--- src/rtl/gba_io_mem_pkg.sv ---
// rtl/gba_io_mem_pkg.sv - shared types and constants for the GBA I/O memory arbiter
// Contents: access width codes, arbiter state encoding, port owner encoding.
package gba_io_mem_pkg;

  localparam logic [1:0] DATA_WIDTH_0  = 2'b00;
  localparam logic [1:0] DATA_WIDTH_8  = 2'b01;
  localparam logic [1:0] DATA_WIDTH_16 = 2'b10;
  localparam logic [1:0] DATA_WIDTH_32 = 2'b11;

  typedef enum logic [2:0] {
    IDLE    = 3'd0,
    ISSUE   = 3'd1,
    WAIT_RD = 3'd2,
    DONE    = 3'd3,
    RELEASE = 3'd4
  } arb_state_t;

  typedef enum logic [1:0] {
    NONE = 2'd0,
    CART = 2'd1,
    USB  = 2'd2
  } owner_t;

endpackage

--- src/rtl/mem_arbiter.sv ---
// rtl/mem_arbiter.sv - shares the memory-controller port between the cart and USB engines
// Ports:
//   clk, rst                              clock, synchronous active-high reset
//   cart_req/we/addr/width/wdata          cart command (held until cart_done)
//   cart_rdata, cart_done                 cart read data and completion pulse
//   usb_req/we/addr/wdata                 USB command (always 32-bit)
//   usb_rdata, usb_done                   USB read data and completion pulse
//   mem_rd, mem_wr                        one-cycle command pulses to the controller
//   mem_addr, mem_width, mem_wdata        latched command fields
//   mem_rd_ready, mem_wr_ready            controller can accept a read / write
//   mem_rd_valid, mem_rd_data             read response
//   owner                                 current owner (0 none, 1 cart, 2 usb)
//   timeout_err                           sticky read-timeout flag
module mem_arbiter
  import gba_io_mem_pkg::*;
#(
  parameter int MAX_CART_STREAK = 4,
  parameter int RD_TIMEOUT      = 1023
) (
  input  logic        clk,
  input  logic        rst,
  input  logic        cart_req,
  input  logic        cart_we,
  input  logic [25:0] cart_addr,
  input  logic [1:0]  cart_width,
  input  logic [15:0] cart_wdata,
  output logic [15:0] cart_rdata,
  output logic        cart_done,
  input  logic        usb_req,
  input  logic        usb_we,
  input  logic [25:0] usb_addr,
  input  logic [31:0] usb_wdata,
  output logic [31:0] usb_rdata,
  output logic        usb_done,
  output logic        mem_rd,
  output logic        mem_wr,
  output logic [25:0] mem_addr,
  output logic [1:0]  mem_width,
  output logic [31:0] mem_wdata,
  input  logic        mem_rd_ready,
  input  logic        mem_wr_ready,
  input  logic        mem_rd_valid,
  input  logic [31:0] mem_rd_data,
  output logic [1:0]  owner,
  output logic        timeout_err
);

  localparam int SW = $clog2(MAX_CART_STREAK + 1);
  localparam int TW = $clog2(RD_TIMEOUT + 1);
  localparam logic [SW-1:0] STREAK_MAX = SW'(MAX_CART_STREAK);
  localparam logic [TW-1:0] TCNT_LAST  = TW'(RD_TIMEOUT - 1);

  arb_state_t  state_q, state_d;
  owner_t      owner_q, owner_d;
  logic        issued_q, issued_d;
  logic        we_q, we_d;
  logic [25:0] addr_q, addr_d;
  logic [1:0]  width_q, width_d;
  logic [31:0] wdata_q, wdata_d;
  logic        mem_rd_q, mem_rd_d;
  logic        mem_wr_q, mem_wr_d;
  logic [15:0] cart_rdata_q, cart_rdata_d;
  logic [31:0] usb_rdata_q, usb_rdata_d;
  logic [SW-1:0] streak_q, streak_d;
  logic [TW-1:0] tcnt_q, tcnt_d;
  logic        terr_q, terr_d;

  logic        cart_wins;
  logic [31:0] rd_word;

  always_ff @(posedge clk) begin
    if (rst) begin
      state_q      <= IDLE;
      owner_q      <= NONE;
      issued_q     <= 1'b0;
      we_q         <= 1'b0;
      addr_q       <= '0;
      width_q      <= '0;
      wdata_q      <= '0;
      mem_rd_q     <= 1'b0;
      mem_wr_q     <= 1'b0;
      cart_rdata_q <= '0;
      usb_rdata_q  <= '0;
      streak_q     <= '0;
      tcnt_q       <= '0;
      terr_q       <= 1'b0;
    end else begin
      state_q      <= state_d;
      owner_q      <= owner_d;
      issued_q     <= issued_d;
      we_q         <= we_d;
      addr_q       <= addr_d;
      width_q      <= width_d;
      wdata_q      <= wdata_d;
      mem_rd_q     <= mem_rd_d;
      mem_wr_q     <= mem_wr_d;
      cart_rdata_q <= cart_rdata_d;
      usb_rdata_q  <= usb_rdata_d;
      streak_q     <= streak_d;
      tcnt_q       <= tcnt_d;
      terr_q       <= terr_d;
    end
  end

  always_comb begin
    state_d      = state_q;
    owner_d      = owner_q;
    issued_d     = issued_q;
    we_d         = we_q;
    addr_d       = addr_q;
    width_d      = width_q;
    wdata_d      = wdata_q;
    mem_rd_d     = 1'b0;
    mem_wr_d     = 1'b0;
    cart_rdata_d = cart_rdata_q;
    usb_rdata_d  = usb_rdata_q;
    streak_d     = streak_q;
    tcnt_d       = tcnt_q;
    terr_d       = terr_q;
    rd_word      = '0;
    // Cart has latency priority until it has starved a waiting USB request long enough.
    cart_wins    = cart_req && !(usb_req && (streak_q == STREAK_MAX));

    case (state_q)
      IDLE: begin
        if (!usb_req) streak_d = '0;
        issued_d = 1'b0;
        if (cart_wins) begin
          state_d = ISSUE;
          owner_d = CART;
          we_d    = cart_we;
          addr_d  = cart_addr;
          width_d = cart_width;
          wdata_d = {16'h0000, cart_wdata};
          if (usb_req) streak_d = streak_q + SW'(1);
        end else if (usb_req) begin
          state_d  = ISSUE;
          owner_d  = USB;
          we_d     = usb_we;
          addr_d   = usb_addr;
          width_d  = DATA_WIDTH_32;
          wdata_d  = usb_wdata;
          streak_d = '0;
        end
      end
      ISSUE: begin
        // First ISSUE cycle waits for ready and registers the pulse; the second
        // cycle is the pulse itself, after which the command has been handed off.
        if (!issued_q) begin
          if (we_q ? mem_wr_ready : mem_rd_ready) begin
            issued_d = 1'b1;
            mem_wr_d = we_q;
            mem_rd_d = !we_q;
          end
        end else begin
          issued_d = 1'b0;
          tcnt_d   = '0;
          state_d  = we_q ? DONE : WAIT_RD;
        end
      end
      WAIT_RD: begin
        if (mem_rd_valid) begin
          rd_word = mem_rd_data;
          state_d = DONE;
        end else if (tcnt_q == TCNT_LAST) begin
          terr_d  = 1'b1;
          state_d = DONE;
        end else begin
          tcnt_d = tcnt_q + TW'(1);
        end
        if (state_d == DONE) begin
          if (owner_q == CART) cart_rdata_d = rd_word[15:0];
          else                 usb_rdata_d  = rd_word;
        end
      end
      DONE: state_d = RELEASE;
      RELEASE: begin
        state_d = IDLE;
        owner_d = NONE;
      end
      default: begin
        state_d = IDLE;
        owner_d = NONE;
      end
    endcase
  end

  assign cart_rdata  = cart_rdata_q;
  assign usb_rdata   = usb_rdata_q;
  assign cart_done   = (state_q == DONE) && (owner_q == CART);
  assign usb_done    = (state_q == DONE) && (owner_q == USB);
  assign mem_rd      = mem_rd_q;
  assign mem_wr      = mem_wr_q;
  assign mem_addr    = addr_q;
  assign mem_width   = width_q;
  assign mem_wdata   = wdata_q;
  assign owner       = owner_q;
  assign timeout_err = terr_q;

endmodule

--- config.mk ---
export PLATFORM = sky130hd
export DESIGN_NAME = mem_arbiter
export DESIGN_NICKNAME = d
export VERILOG_FILES = /design/src/rtl/gba_io_mem_pkg.sv /design/src/rtl/mem_arbiter.sv
export SDC_FILE = /design/constraint.sdc
export NUM_CORES = 1
export LEC_CHECK = 0
export CELL_PAD_IN_SITES_DETAIL_PLACEMENT = 0
export CELL_PAD_IN_SITES_GLOBAL_PLACEMENT = 2
export CORE_MARGIN = 10
export CORE_UTILIZATION = 22
export DETAILED_ROUTE_END_ITERATION = 16
export PLACE_DENSITY_LB_ADDON = 0.1
export SLEW_MARGIN = 10
export SYNTH_ARGS = -nofsm -noshare
export SYNTH_HDL_FRONTEND = slang
export SYNTH_SLANG_ARGS = --single-unit
--- constraint.sdc ---
create_clock -name clk -period 2.7 [get_ports clk]
set_input_delay 0.27 -clock clk [delete_from_list [all_inputs] [get_ports clk]]
set_output_delay 0.27 -clock clk [all_outputs]
set_load 0.01 [all_outputs]
==> flow_metrics.py <==
metrics = {
    "clock_network": {
        "ctsHtreeMaxLevel": 4,
        "clock_latency_ns": 0.41,
        "path_clk_slew_ns": 0.06,
        "postCtsHoldBufs": 0,
        "cts_max_path_buffers": 2,
        "cts_tree": "yes",
        "cts_buffers": 17,
        "cts_setup_buffers": 0,
        "root_buffer": "clkbuf_16",
        "cts_resized": 0,
        "cts.sinks": 131,
    },
    "yosys": {
        "syn_inst": 554,
        "async_flop_share_pct": 0,
        "synth_compound_area_share_pct": 24.78,
        "synth-seq-cells": 131,
        "synth_edf_count": 0,
        "synth_adder_area_share_pct": 0.9756,
        "muxShareOfSynthArea_pct": 0,
        "syn-cell-area_um2": 5130,
        "syn_nets": 701,
        "seq_area_frac_synth_pct": 51.12,
        "synth_area_per_cell_um2": 9.260,
        "synth-simple-area-share_pct": 18.49,
        "ys_types": 47,
        "synth_xor_xnor_area_share_pct": 0,
        "yosysWarningCount": 0,
        "synth_top_family_by_area": "compound AO/OA/AOI/OAI gates",
        "ys.flop_type": "dfxtp_1",
    },
    "floorplan": {
        "dieArea_um2": 29830,
        "start_util_pct": 22.52,
        "rows": 55,
        "die_w_um": 172.7,
        "core_um2": 22780,
        "ios": 258,
        "die_y_um": 172.7,
    },
    "setup_path": {
        "cp-end-kind": "output pin",
        "cp.arrival_ns": 2.10,
        "slowest_stage": "clkdlybuf4s50_1",
        "crit_fanout": 15,
        "cp.required_ns": 2.43,
        "critical_path_class": "reg2out",
        "path_cells": "or3b_2, nor2_1, clkdlybuf4s50_1",
        "worstSetupStartpointType": "flop",
        "cp_slowest_stage_delay_ns": 0.57,
    },
    "placed_design": {
        "numPortBuffers": 257,
        "dpl_cell_area_um2": 8018,
        "dp_hpwl_um": 14930,
        "gp_congestion": 0.7537,
    },
    "timing": {
        "fin_worst_skew_ns": 0.01068,
        "hold_viol_final": 0,
        "rsz0062_at_grt": "false",
        "fin_tns_setup_ns": 0,
        "max_slew_margin_pct": 51.78,
        "final-setup-viol-count": 0,
        "slew_violations": 0,
        "fin_crit_ns": 2.371,
        "fmax_mhz": 421.7,
        "period_share_pct": 87.82,
        "tightest_slew_ns": 0.7200,
    },
    "worst_hold_path": {
        "hold_class": "in2reg",
    },
    "grt": {
        "grt_usage_pct": 13.32,
        "first_global_vias": 5199,
        "grt_max_degree": 55,
        "grt_antenna_before_repair": 4,
        "grt_pass1_wl_um": 31510,
        "overflow": 0,
    },
    "finish": {
        "drive_above_1_share_pct": 7.196,
        "final_area_um2": 8670,
        "area.growth.synth_to_final_pct": 69.00,
        "fin_util_pct": 38.06,
        "layout.nets": 940,
    },
    "power_and_ir_drop": {
        "p_per_area_nw_per_um2": 626.9,
        "cellLeakagePower_nw": 3.109,
        "ir_worst_vdd_mv": 0.3009,
    },
    "route": {
        "viasPerCell": 4.583,
        "drt_iter0_drc": 268,
        "wl_um": 20480,
        "vias": 5137,
        "first_pass_iters": 4,
        "postRouteAntennaNets": 0,
        "drc": 0,
        "wl_per_cell_um": 18.27,
    },
    "outcome": {
        "status": "complete, no violations",
    },
    "flow_run": {
        "maxCapViolations": 0,
    },
}
-- layout make-up --
class / count / area [um2]
fill: 2301 / 14110
timing repair buffer: 270 / 2703
sequential: 131 / 2623
multi-input combinational: 368 / 2282
clock buffer: 17 / 425.4
tap: 313 / 391.6
clock inverter: 15 / 221.5
inverter: 5 / 18.77
antenna: 2 / 5.005
-- Yosys cell counts (2+ instances only) --
| master | instances | area share [%] |
|---|---|---|
| a21boi_0 | 7 | 1.0 |
| a21oi_1 | 10 | 0.98 |
| a22o_1 | 16 | 2.7 |
| a22oi_1 | 18 | 2.6 |
| a311oi_1 | 43 | 7.3 |
| a31oi_1 | 2 | 0.24 |
| a32o_1 | 32 | 6.2 |
| and2_1 | 3 | 0.37 |
| and4_1 | 4 | 0.68 |
| buf_2 | 10 | 0.98 |
| buf_6 | 2 | 0.44 |
| clkbuf_1 | 37 | 2.7 |
| dfxtp_1 | 131 | 51 |
| ha_1 | 4 | 0.98 |
| inv_1 | 5 | 0.37 |
| nand2_1 | 96 | 7.0 |
| nand2b_1 | 2 | 0.24 |
| nand3_1 | 2 | 0.20 |
| nand3b_1 | 2 | 0.29 |
| nand4_1 | 7 | 0.85 |
| nor2_1 | 69 | 5.0 |
| nor2_2 | 2 | 0.24 |
| nor2b_1 | 2 | 0.24 |
| nor3_1 | 6 | 0.59 |
| nor3b_1 | 2 | 0.29 |
| nor4_1 | 3 | 0.37 |
| o21ai_0 | 3 | 0.29 |
| o31ai_1 | 7 | 1.0 |
| or3b_2 | 2 | 0.34 |
| or4_1 | 8 | 1.2 |
-- state kept, by name (all words and copies together) (netlist names) --
| register | count |
|---|---|
| tcnt_q | 10 |
| streak_q | 3 |
| mem_addr | 26 |
| state_q | 3 |
| timeout_err | 1 |
| usb_rdata | 32 |
| owner | 2 |
| we_q | 1 |
| mem_wdata | 32 |
| issued_q | 1 |
| cart_rdata | 16 |
| mem_width | 2 |
| mem_wr | 1 |
| mem_rd | 1 |
-- stage by stage --
| step | std cells | setup WS (ns) | total power, mW | hold slack [ns] |
|---|---|---|---|---|
| 2_1_floorplan | 554 | 0.8033 | 2.441 | 0.4026 |
| 5_1_grt | 1119 | 0.2113 | 5.701 | 0.3421 |
| 6_report | 1121 | 0.3288 | 5.435 | 0.3202 |
| 4_1_cts | 1119 | 0.2752 | 5.546 | 0.3062 |
| 3_5_place_dp | 1087 | 0.3922 | 2.943 | 0.4532 |
| 3_3_place_gp | 1087 | 0.4615 | 2.934 | 0.4485 |
-- layer usage --
metal  track usage (%)  vias up  share of wire [%]
met5                 0        -              0.059
met4             3.306        2               0.66
met3             7.929        8                 11
met2             20.86      171                 46
met1             15.16     2424                 42
li1                  -     2532                  -
-- critical path, delay by kind of cell (launching register included) --
kind / cells / cell delay [ns]
buffers and inverters: 1 / 0.57
and+or+nand+nor: 2 / 0.66
DFF: 1 / 0.46
-- layout by cell type, fill, tap and decap left out, types with 4 or more instances in the layout --
cell type / instances
and4_1: 4
bufinv_16: 4
a21boi_0: 7
clkdlybuf4s50_1: 256
buf_4: 10
nand4_1: 7
o31ai_1: 7
or4_1: 8
clkbuf_16: 17
nor2_1: 69
nor3_1: 6
a32o_1: 32
a311oi_1: 43
a22oi_1: 18
inv_1: 5
nand2_1: 96
a21oi_1: 9
ha_1: 4
a22o_1: 16
inv_6: 4
dfxtp_1: 131
-- worst paths after layout --
path | endpoint | startpoint | cells past startpoint | slack, ns
hold / removal | mem_wdata[31] | rst | 2 | 0.32
setup reg to reg | usb_rdata[17] | state_q[1] | 4 | 0.60
hold reg to reg | usb_rdata[15] | usb_rdata[15] | 1 | 0.46
setup / recovery | cart_done | state_q[2] | 3 | 0.33
-- logic make-up after synthesis --
| family | after synthesis |
|---|---|
| compound gates | 150 |
| simple gates | 214 |
| flops | 131 |
| fa+ha+maj | 4 |
| buf+inv | 55 |
-- power breakdown --
group | internal [mW] | total [mW] | switching, mW
sequential | 2.03 | 2.09 | 0.0578
clock | 1.58 | 2.55 | 0.968
combinational | 0.446 | 0.801 | 0.354
total | 4.06 | 5.44 | 1.38
No activity file was read; power rests on OpenSTA's default activity.
